===== config.mk =====
export PLATFORM = sky130hd
export DESIGN_NAME = clint_rd_arbiter
export DESIGN_NICKNAME = d
export VERILOG_FILES = /design/src/rtl/clint_rd_arbiter.sv
export SDC_FILE = /design/constraint.sdc
export NUM_CORES = 1
export LEC_CHECK = 0
export CORE_MARGIN = 2
export CORE_UTILIZATION = 38
export CTS_CLUSTER_SIZE = 40
export DETAILED_ROUTE_END_ITERATION = 6
export GPL_TIMING_DRIVEN = 0
export PLACE_DENSITY = 0.9
export SLEW_MARGIN = 20
export SYNTH_ARGS = -nofsm -noshare
export SYNTH_HDL_FRONTEND = slang
export SYNTH_SLANG_ARGS = --single-unit

===== constraint.sdc =====
create_clock -name clk -period 4.14 [get_ports clk]
set_input_delay 0.414 -clock clk [delete_from_list [all_inputs] [get_ports clk]]
set_output_delay 0.414 -clock clk [all_outputs]
set_load 0.01 [all_outputs]

===== src/rtl/clint_rd_arbiter.sv =====
// clint_rd_arbiter: two-master, single-slave AXI-lite read-channel arbiter that
// shares the CLINT mtime read port between instruction fetch (m0) and
// load/store (m1). One transaction is in flight at a time.
//
// Build option: define ARB_RR_EN for round-robin arbitration on ties (m0 gets
// first priority after reset). Without it, m0 always beats m1 and no history
// register exists.
module clint_rd_arbiter #(
    parameter int ADDR_W = 32,
    parameter int DATA_W = 32
) (
    input  logic              clk,
    input  logic              rst,
    // master 0 (instruction fetch)
    input  logic [ADDR_W-1:0] m0_araddr,
    input  logic              m0_arvalid,
    output logic              m0_arready,
    output logic [DATA_W-1:0] m0_rdata,
    output logic [1:0]        m0_rresp,
    output logic              m0_rvalid,
    input  logic              m0_rready,
    // master 1 (load/store)
    input  logic [ADDR_W-1:0] m1_araddr,
    input  logic              m1_arvalid,
    output logic              m1_arready,
    output logic [DATA_W-1:0] m1_rdata,
    output logic [1:0]        m1_rresp,
    output logic              m1_rvalid,
    input  logic              m1_rready,
    // slave (CLINT)
    output logic [ADDR_W-1:0] s_araddr,
    output logic              s_arvalid,
    input  logic              s_arready,
    input  logic [DATA_W-1:0] s_rdata,
    input  logic [1:0]        s_rresp,
    input  logic              s_rvalid,
    output logic              s_rready,
    // current owner, one-hot, zero when idle
    output logic [1:0]        grant
);

    localparam logic [1:0] GNT_NONE = 2'b00;
    localparam logic [1:0] GNT_M0   = 2'b01;
    localparam logic [1:0] GNT_M1   = 2'b10;

    typedef enum logic [1:0] {
        ST_IDLE = 2'd0,
        ST_ADDR = 2'd1,
        ST_DATA = 2'd2
    } state_t;

    state_t            r_state;
    logic [1:0]        r_grant;
    logic [ADDR_W-1:0] r_araddr;
`ifdef ARB_RR_EN
    // 1 when m1 owned the most recently completed transaction
    logic              r_last_m1;
`endif

    logic [1:0]        w_winner;
    logic              w_ar_hs;
    logic              w_r_hs;

    // Pick the winning requester among the asserted arvalids
    always_comb begin
        w_winner = GNT_NONE;
`ifdef ARB_RR_EN
        if (m0_arvalid && m1_arvalid) begin
            if (r_last_m1) begin
                w_winner = GNT_M0;
            end else begin
                w_winner = GNT_M1;
            end
        end else if (m0_arvalid) begin
            w_winner = GNT_M0;
        end else if (m1_arvalid) begin
            w_winner = GNT_M1;
        end else begin
            w_winner = GNT_NONE;
        end
`else
        if (m0_arvalid) begin
            w_winner = GNT_M0;
        end else if (m1_arvalid) begin
            w_winner = GNT_M1;
        end else begin
            w_winner = GNT_NONE;
        end
`endif
    end

    // Address acceptance: only the winner, only in IDLE, never while in reset
    always_comb begin
        m0_arready = 1'b0;
        m1_arready = 1'b0;
        if (!rst && (r_state == ST_IDLE)) begin
            m0_arready = w_winner[0];
            m1_arready = w_winner[1];
        end else begin
            m0_arready = 1'b0;
            m1_arready = 1'b0;
        end
    end

    assign w_ar_hs = m0_arready | m1_arready;

    // Route the read-data channel between the slave and the granted master
    always_comb begin
        m0_rvalid = 1'b0;
        m0_rdata  = '0;
        m0_rresp  = 2'b00;
        m1_rvalid = 1'b0;
        m1_rdata  = '0;
        m1_rresp  = 2'b00;
        s_rready  = 1'b0;
        if (r_state == ST_DATA) begin
            case (r_grant)
                GNT_M0: begin
                    m0_rvalid = s_rvalid;
                    m0_rdata  = s_rdata;
                    m0_rresp  = s_rresp;
                    s_rready  = m0_rready;
                end
                GNT_M1: begin
                    m1_rvalid = s_rvalid;
                    m1_rdata  = s_rdata;
                    m1_rresp  = s_rresp;
                    s_rready  = m1_rready;
                end
                default: begin
                    s_rready  = 1'b0;
                end
            endcase
        end else begin
            s_rready = 1'b0;
        end
    end

    assign w_r_hs    = s_rvalid & s_rready;
    assign s_arvalid = (r_state == ST_ADDR);
    assign s_araddr  = r_araddr;
    assign grant     = r_grant;

    // Transaction sequencer: IDLE -> ADDR -> DATA -> IDLE
    always_ff @(posedge clk or posedge rst) begin
        if (rst) begin
            r_state   <= ST_IDLE;
            r_grant   <= GNT_NONE;
            r_araddr  <= '0;
`ifdef ARB_RR_EN
            r_last_m1 <= 1'b1;
`endif
        end else begin
            case (r_state)
                ST_IDLE: begin
                    if (w_ar_hs) begin
                        r_araddr <= w_winner[0] ? m0_araddr : m1_araddr;
                        r_grant  <= w_winner;
                        r_state  <= ST_ADDR;
                    end
                end
                ST_ADDR: begin
                    if (s_arready) begin
                        r_state <= ST_DATA;
                    end
                end
                ST_DATA: begin
                    if (w_r_hs) begin
`ifdef ARB_RR_EN
                        r_last_m1 <= r_grant[1];
`endif
                        // address is cleared so the slave port reads 0 in IDLE
                        r_araddr <= '0;
                        r_grant  <= GNT_NONE;
                        r_state  <= ST_IDLE;
                    end
                end
                default: begin
                    r_araddr <= '0;
                    r_grant  <= GNT_NONE;
                    r_state  <= ST_IDLE;
                end
            endcase
        end
    end

endmodule


==> reports/metrics.yaml, run 1 <==
grt_pass1_wl_mm: 17.0
cts_resized: 0
rsz0062_at_grt: "false"
hpwl_mm: 8.70
worstPathArrival_ns: 2.60
layout_commonest_cell: "clkdlybuf4s50_1"
netlist_area_um2: 2940
drc_errors: 0
slew_viol_final: 0
setup_viol: 0
fin_crit_sh_pct: 72.9
seq_area_frac_synth_pct: 30.6
first_global_vias: 3436
syn2layout_area_growth_pct: 80.1
track_usage_pct: 25.2
placed_cells: 642
fin_setup_tns_ns: 0
p_per_area_nw_per_um2: 452
start_util_pct: 38.7
first_pass_iters: 6
cts_root_buf: "clkbuf_8"
ant_nets: 0
maxCapViolCount: 0
timing.fmax_ghz: 0.331
die-area_um2: 8460
cp-end-kind: "output port"
via_count: 3382
yosysWarnings: 0
ys_seq_elements: 36
worstPathRequired_ns: 3.73
syn-instance-count: 327
first_iter_violations: 137
path_class: "input port to output port"
detail_route.wl_per_cell_um: 16.7
antenna_found_initial: 0
p_leak_uw: 0.00227
die_x_um: 92.0
ir_worst_vdd_mv: 0.246
core_area_um2: 7610
fin_cells: 650
via_per_inst: 5.20
holdBufCountCts: 0
hold_viol_final: 0
portBuffers: 212
clock_skew_ns: 0.0132
cts_inserted_buffers: 5
crit_path_start_kind: "input port"
tritoncts: "done"
nNetsFinal: 655
postSynthAreaPerCell_um2: 9.00
drive_gt1_share_pct: 15.0
status: "complete, no violations"
post_cts_buffers: 0
ys_types: 25
place.gp.congestion: 0.797
die_h_um: 92.0
grt-ovfl-total: 0
drt_wl_total_mm: 10.9
grt_start_max_net_pins: 34
htreeDepth: 2
worst_pin_slew_ns: 0.572
worstSkewPairLatency_ns: 0.30
synth_fp_nets: 435
clock_sinks: 36
hold_path.class: "input port to async pin"
path_max_fanout: 10
clk_pin_slew_worst_paths_ns: 0.08
num_io_pins: 214
max_slew_margin_pct: 61.7
fin_crit_ns: 3.02
clockBufferDepth: 2
row_count: 32
final_cell_mix: "clkdlybuf4s50_1, and3_1, inv_1"
n_antenna_cell: 0
## Yosys cell counts, drive strengths merged
| master | n | share of area, % |
|---|---|---|
| nand3b | 1 | 0.26 |
| o2bb2ai | 1 | 0.30 |
| mux2 | 32 | 12 |
| o221ai | 34 | 17 |
| nand2 | 35 | 4.5 |
| nand3 | 32 | 5.4 |
| and3 | 70 | 15 |
| nand2b | 1 | 0.21 |
| buf | 10 | 3.4 |
| inv | 38 | 4.8 |
| or2 | 1 | 0.21 |
| a22oi | 1 | 0.26 |
| nor3b | 1 | 0.64 |
| a22o | 1 | 0.30 |
| a21o | 1 | 0.26 |
| nor3 | 2 | 0.51 |
| ha | 2 | 0.85 |
| clkbuf | 25 | 3.2 |
| nor2b | 1 | 0.21 |
| dfrtp | 36 | 31 |
| and2b | 1 | 0.26 |
| nor2 | 1 | 0.13 |
## cell type report
cell class,count,area [um^2]
Fill cell,587,2310
Timing Repair Buffer,213,2140
Multi-Input combinational cell,218,1700
Sequential cell,36,901
Buffer,35,194
Inverter,38,143
Tap cell,102,128
Clock buffer,7,76.3
Clock inverter,1,8.76
## per-stage QoR
step / setup WS, ns / hold WS (ns) / power (uW) / instance area [um^2] / util (%)
detailed placement: 1.12 / 0.567 / 2150 / 5210 / 68.5
CTS: 1.10 / 0.380 / 2410 / 5300 / 69.6
finish: 1.12 / 0.371 / 2400 / 5300 / 69.6
global route: 1.00 / 0.398 / 2550 / 5300 / 69.6
global placement: 1.15 / 0.553 / 2090 / 5190 / 68.2
floorplan: 2.42 / 0.538 / 1430 / 2940 / -
## sequential cells by signal, summed over array words and instances (netlist names)
register / cells
grant: 2
r_state: 2
s_araddr: 32
## path summary, 6_finish.rpt
kind	from	end	slack, ns	depth (start not counted)
worst max-delay path	rst	m0_arready	1.12	6
worst min-delay path	rst	s_araddr[15]	0.37	2
worst max register to register	grant[1]	s_araddr[2]	2.13	6
worst min register to register	s_araddr[27]	s_araddr[27]	0.58	2
max in group asynchronous	rst	s_araddr[8]	3.36	3
min in group clk	s_araddr[27]	s_araddr[27]	0.58	2
## report_power, final
group	internal (uW)	switching (uW)
clock network	120	139
logic	769	754
registers	498	115
total	1390	1010
## cells by family (layout without fill, tap and decap cells)
family / count (synthesis) / count (layout) / synth area share (%)
buffers and inverters: 73 / 294 / 11.4
adders and majority gates: 2 / 2 / 0.851
DFF: 36 / 36 / 30.6
and+or+nand+nor: 146 / 146 / 27.2
muxes: 32 / 32 / 12.3
AOI/OAI and AO/OA: 38 / 38 / 17.6
## worst max-delay path, stage by stage
cell	delay, ns
clkdlybuf4s50_1	0.46
nor3_2	0.46
clkbuf_1	0.42
nand2_1	0.21
inv_1	0.10
clkdlybuf4s50_1	0.53
## metal layers
layer / global-route usage (%) / up-vias / routed length (um)
li1: - / 1611 / -
met1: 27.5 / 1572 / 4130
met2: 46.8 / 171 / 5610
met3: 4.93 / 28 / 736
met4: 11.7 / 0 / 374
met5: 0 / - / 0
Power figures use the tool's default switching activity.
==> run 2, diff against run 1 <==
Settings changed: CORE_UTILIZATION 38 to 32, PLACE_DENSITY 0.9 to 0.81.
Clock period 4.14 ns to 2.6 ns, I/O delays scaled along.
==> run 2 against run 1 <==
Compared with the run above:
- sequential cell count did not move
- utilization fell by 8.9 points
- clock power rose by 62%
- sequential share of layout area fell by 0.17 points
- non-clock buffer count rose by 2
- routed wire length rose by 2.0%
- largest power group unchanged
- largest cell class unchanged
- cell area rose by 0.99%
- first-iteration DRC count fell by 25%
- highest routed layer unchanged
==> reports/metrics.yaml, run 2 (same netlist as run 1, synthesis figures left out) <==
status: "complete, no violations"
hold_path.class: "input port to async pin"
htreeDepth: 2  # unchanged
worstPathRequired_ns: 2.34  # -1.39 ns
first_global_vias: 3479  # +1.3%
tritoncts: "done"
row_count: 34  # +6.3%
final_cell_mix: "clkdlybuf4s50_1, and3_1, inv_1"
clk_pin_slew_worst_paths_ns: 0.07  # about the same
portBuffers: 212  # unchanged
ir_worst_vdd_mv: 0.357  # +45%
clock_sinks: 36  # unchanged
dp_slack_ns: -0.184  # -1.30 ns
via_per_inst: 5.16  # -0.92%
start_util_pct: 33.4  # -5.3 points
via_count: 3392  # +0.30%
first_iter_violations: 103  # -25%
p_leak_uw: 0.00231  # +1.5%
timing.fmax_ghz: 0.400
first_pass_iters: 4  # -2
post-route-util_pct: 60.7  # -8.9 points
path_max_fanout: 10  # unchanged
grt_pass1_wl_mm: 17.2  # +1.7%
drc_errors: 0  # unchanged
clock_skew_ns: 0.00688  # -0.00635 ns
cp-end-kind: "output port"
n_antenna_cell: 0  # unchanged
cts_root_buf: "clkbuf_8"
fin_crit_sh_pct: 96.0
cts_inserted_buffers: 5  # unchanged
p_total_uw: 3880  # +62%
drt_wl_total_mm: 11.1  # +2.0%
placed_cells: 648  # +0.93%
slowest_delay_ns: 0.54  # about the same
antenna_found_initial: 0  # unchanged
grt-ovfl-total: 0  # unchanged
fill_cells: 760  # +29%
largest_register_ffs: 32  # unchanged
clockBufferDepth: 2  # unchanged
ant_nets: 0  # unchanged
crit_slowest_cell: "clkdlybuf4s50_1"
setup_viol: 0  # unchanged
critPathBufInv: 3  # -1
place.gp.congestion: 0.851  # +6.8%
die_x_um: 99.9  # +8.6%
fin_cells: 658  # +1.2%
drive_gt1_share_pct: 17.1  # +2.1 points
worstSkewPairLatency_ns: 0.28  # -0.02 ns
hpwl_mm: 8.93  # +2.7%
max_slew_margin_pct: 64.4  # +2.7 points
worstPathCellList: "inv_1, ha_2, buf_1, and3_1, clkdlybuf4s50_1"
crit_family: "buffers and inverters"
layout_commonest_cell: "clkdlybuf4s50_1"
detail_route.wl_per_cell_um: 16.8  # +0.73%
fin_crit_ns: 2.50
worstPathArrival_ns: 2.24  # -0.36 ns
p_per_area_nw_per_um2: 724  # +60%
grt_start_max_net_pins: 32  # -5.9%
worst_pin_slew_ns: 0.534  # -0.0381 ns
maxCapViolCount: 0  # unchanged
die_h_um: 99.9  # +8.6%
syn2layout_area_growth_pct: 81.8
rsz0062_at_grt: "false"
die-area_um2: 9980  # +18%
hold_viol_final: 0  # unchanged
crit_path_start_kind: "flop"
slew_viol_final: 0  # unchanged
nNetsFinal: 657  # +0.31%
num_io_pins: 214  # unchanged
track_usage_pct: 21.7  # -3.5 points
layout_setup_ws_ns: 0.103  # -1.02 ns
path_class: "flop to output port"
core_area_um2: 8810  # +16%
holdBufCountCts: 0  # unchanged
[run 2: timing repair]
| item | in CTS | in global routing |
|---|---|---|
| gates resized for setup | 6 | 9 |
| buffers inserted | 0 | 2 |
| pin swaps | 0 | 1 |
| endpoints found under the setup margin | 30 | 31 |
[run 2: layout make-up]
type | count | area [um^2] | area share (%)
Clock inverter | 1 | 7.51 | 0.140
Multi-Input combinational cell | 218 | 1710 | 32.0
Timing Repair Buffer | 215 | 2160 | 40.3
Tap cell | 108 | 135 | 2.53
Sequential cell | 36 | 901 | 16.8
Inverter | 38 | 143 | 2.67
Buffer | 35 | 205 | 3.84
Clock buffer | 7 | 86.3 | 1.61
[run 2: path summary, 6_finish.rpt]
path	end	from	cells after the start	slack [ns]
hold / removal	s_araddr[9]	rst	2	0.31
max in group asynchronous	s_araddr[30]	rst	3	1.89
setup reg to reg	s_araddr[30]	grant[0]	6	0.54
hold reg to reg	s_araddr[27]	s_araddr[27]	2	0.58
setup / recovery	m0_rresp[1]	grant[1]	5	0.10
min in group clk	s_araddr[8]	m0_arvalid	4	0.45
[run 2: layer usage]
metal,share of wire [%],vias to the layer above,global-route usage [%]
met1,38,1600,24.2
met5,0,-,0
met3,6.5,17,4.25
met4,2.1,0,6.74
met2,54,162,41.3
li1,-,1613,-
[run 2: power by group]
part	total, uW	switching (uW)	internal [uW]
sequential	987	194	793
combinational	2470	1210	1260
clock	419	203	215
total	3880	1610	2270
[run 2: per-stage QoR]
| step | TNS [ns] | cell area [um^2] | hold WS, ns |
|---|---|---|---|
| finish | 0 | 5350 | 0.308 |
| detailed placement | -0.184 | 5220 | 0.566 |
| global placement | -0.119 | 5200 | 0.554 |
| CTS | 0 | 5330 | 0.311 |
| global route | 0 | 5350 | 0.340 |
| floorplan | 0 | 2940 | 0.384 |
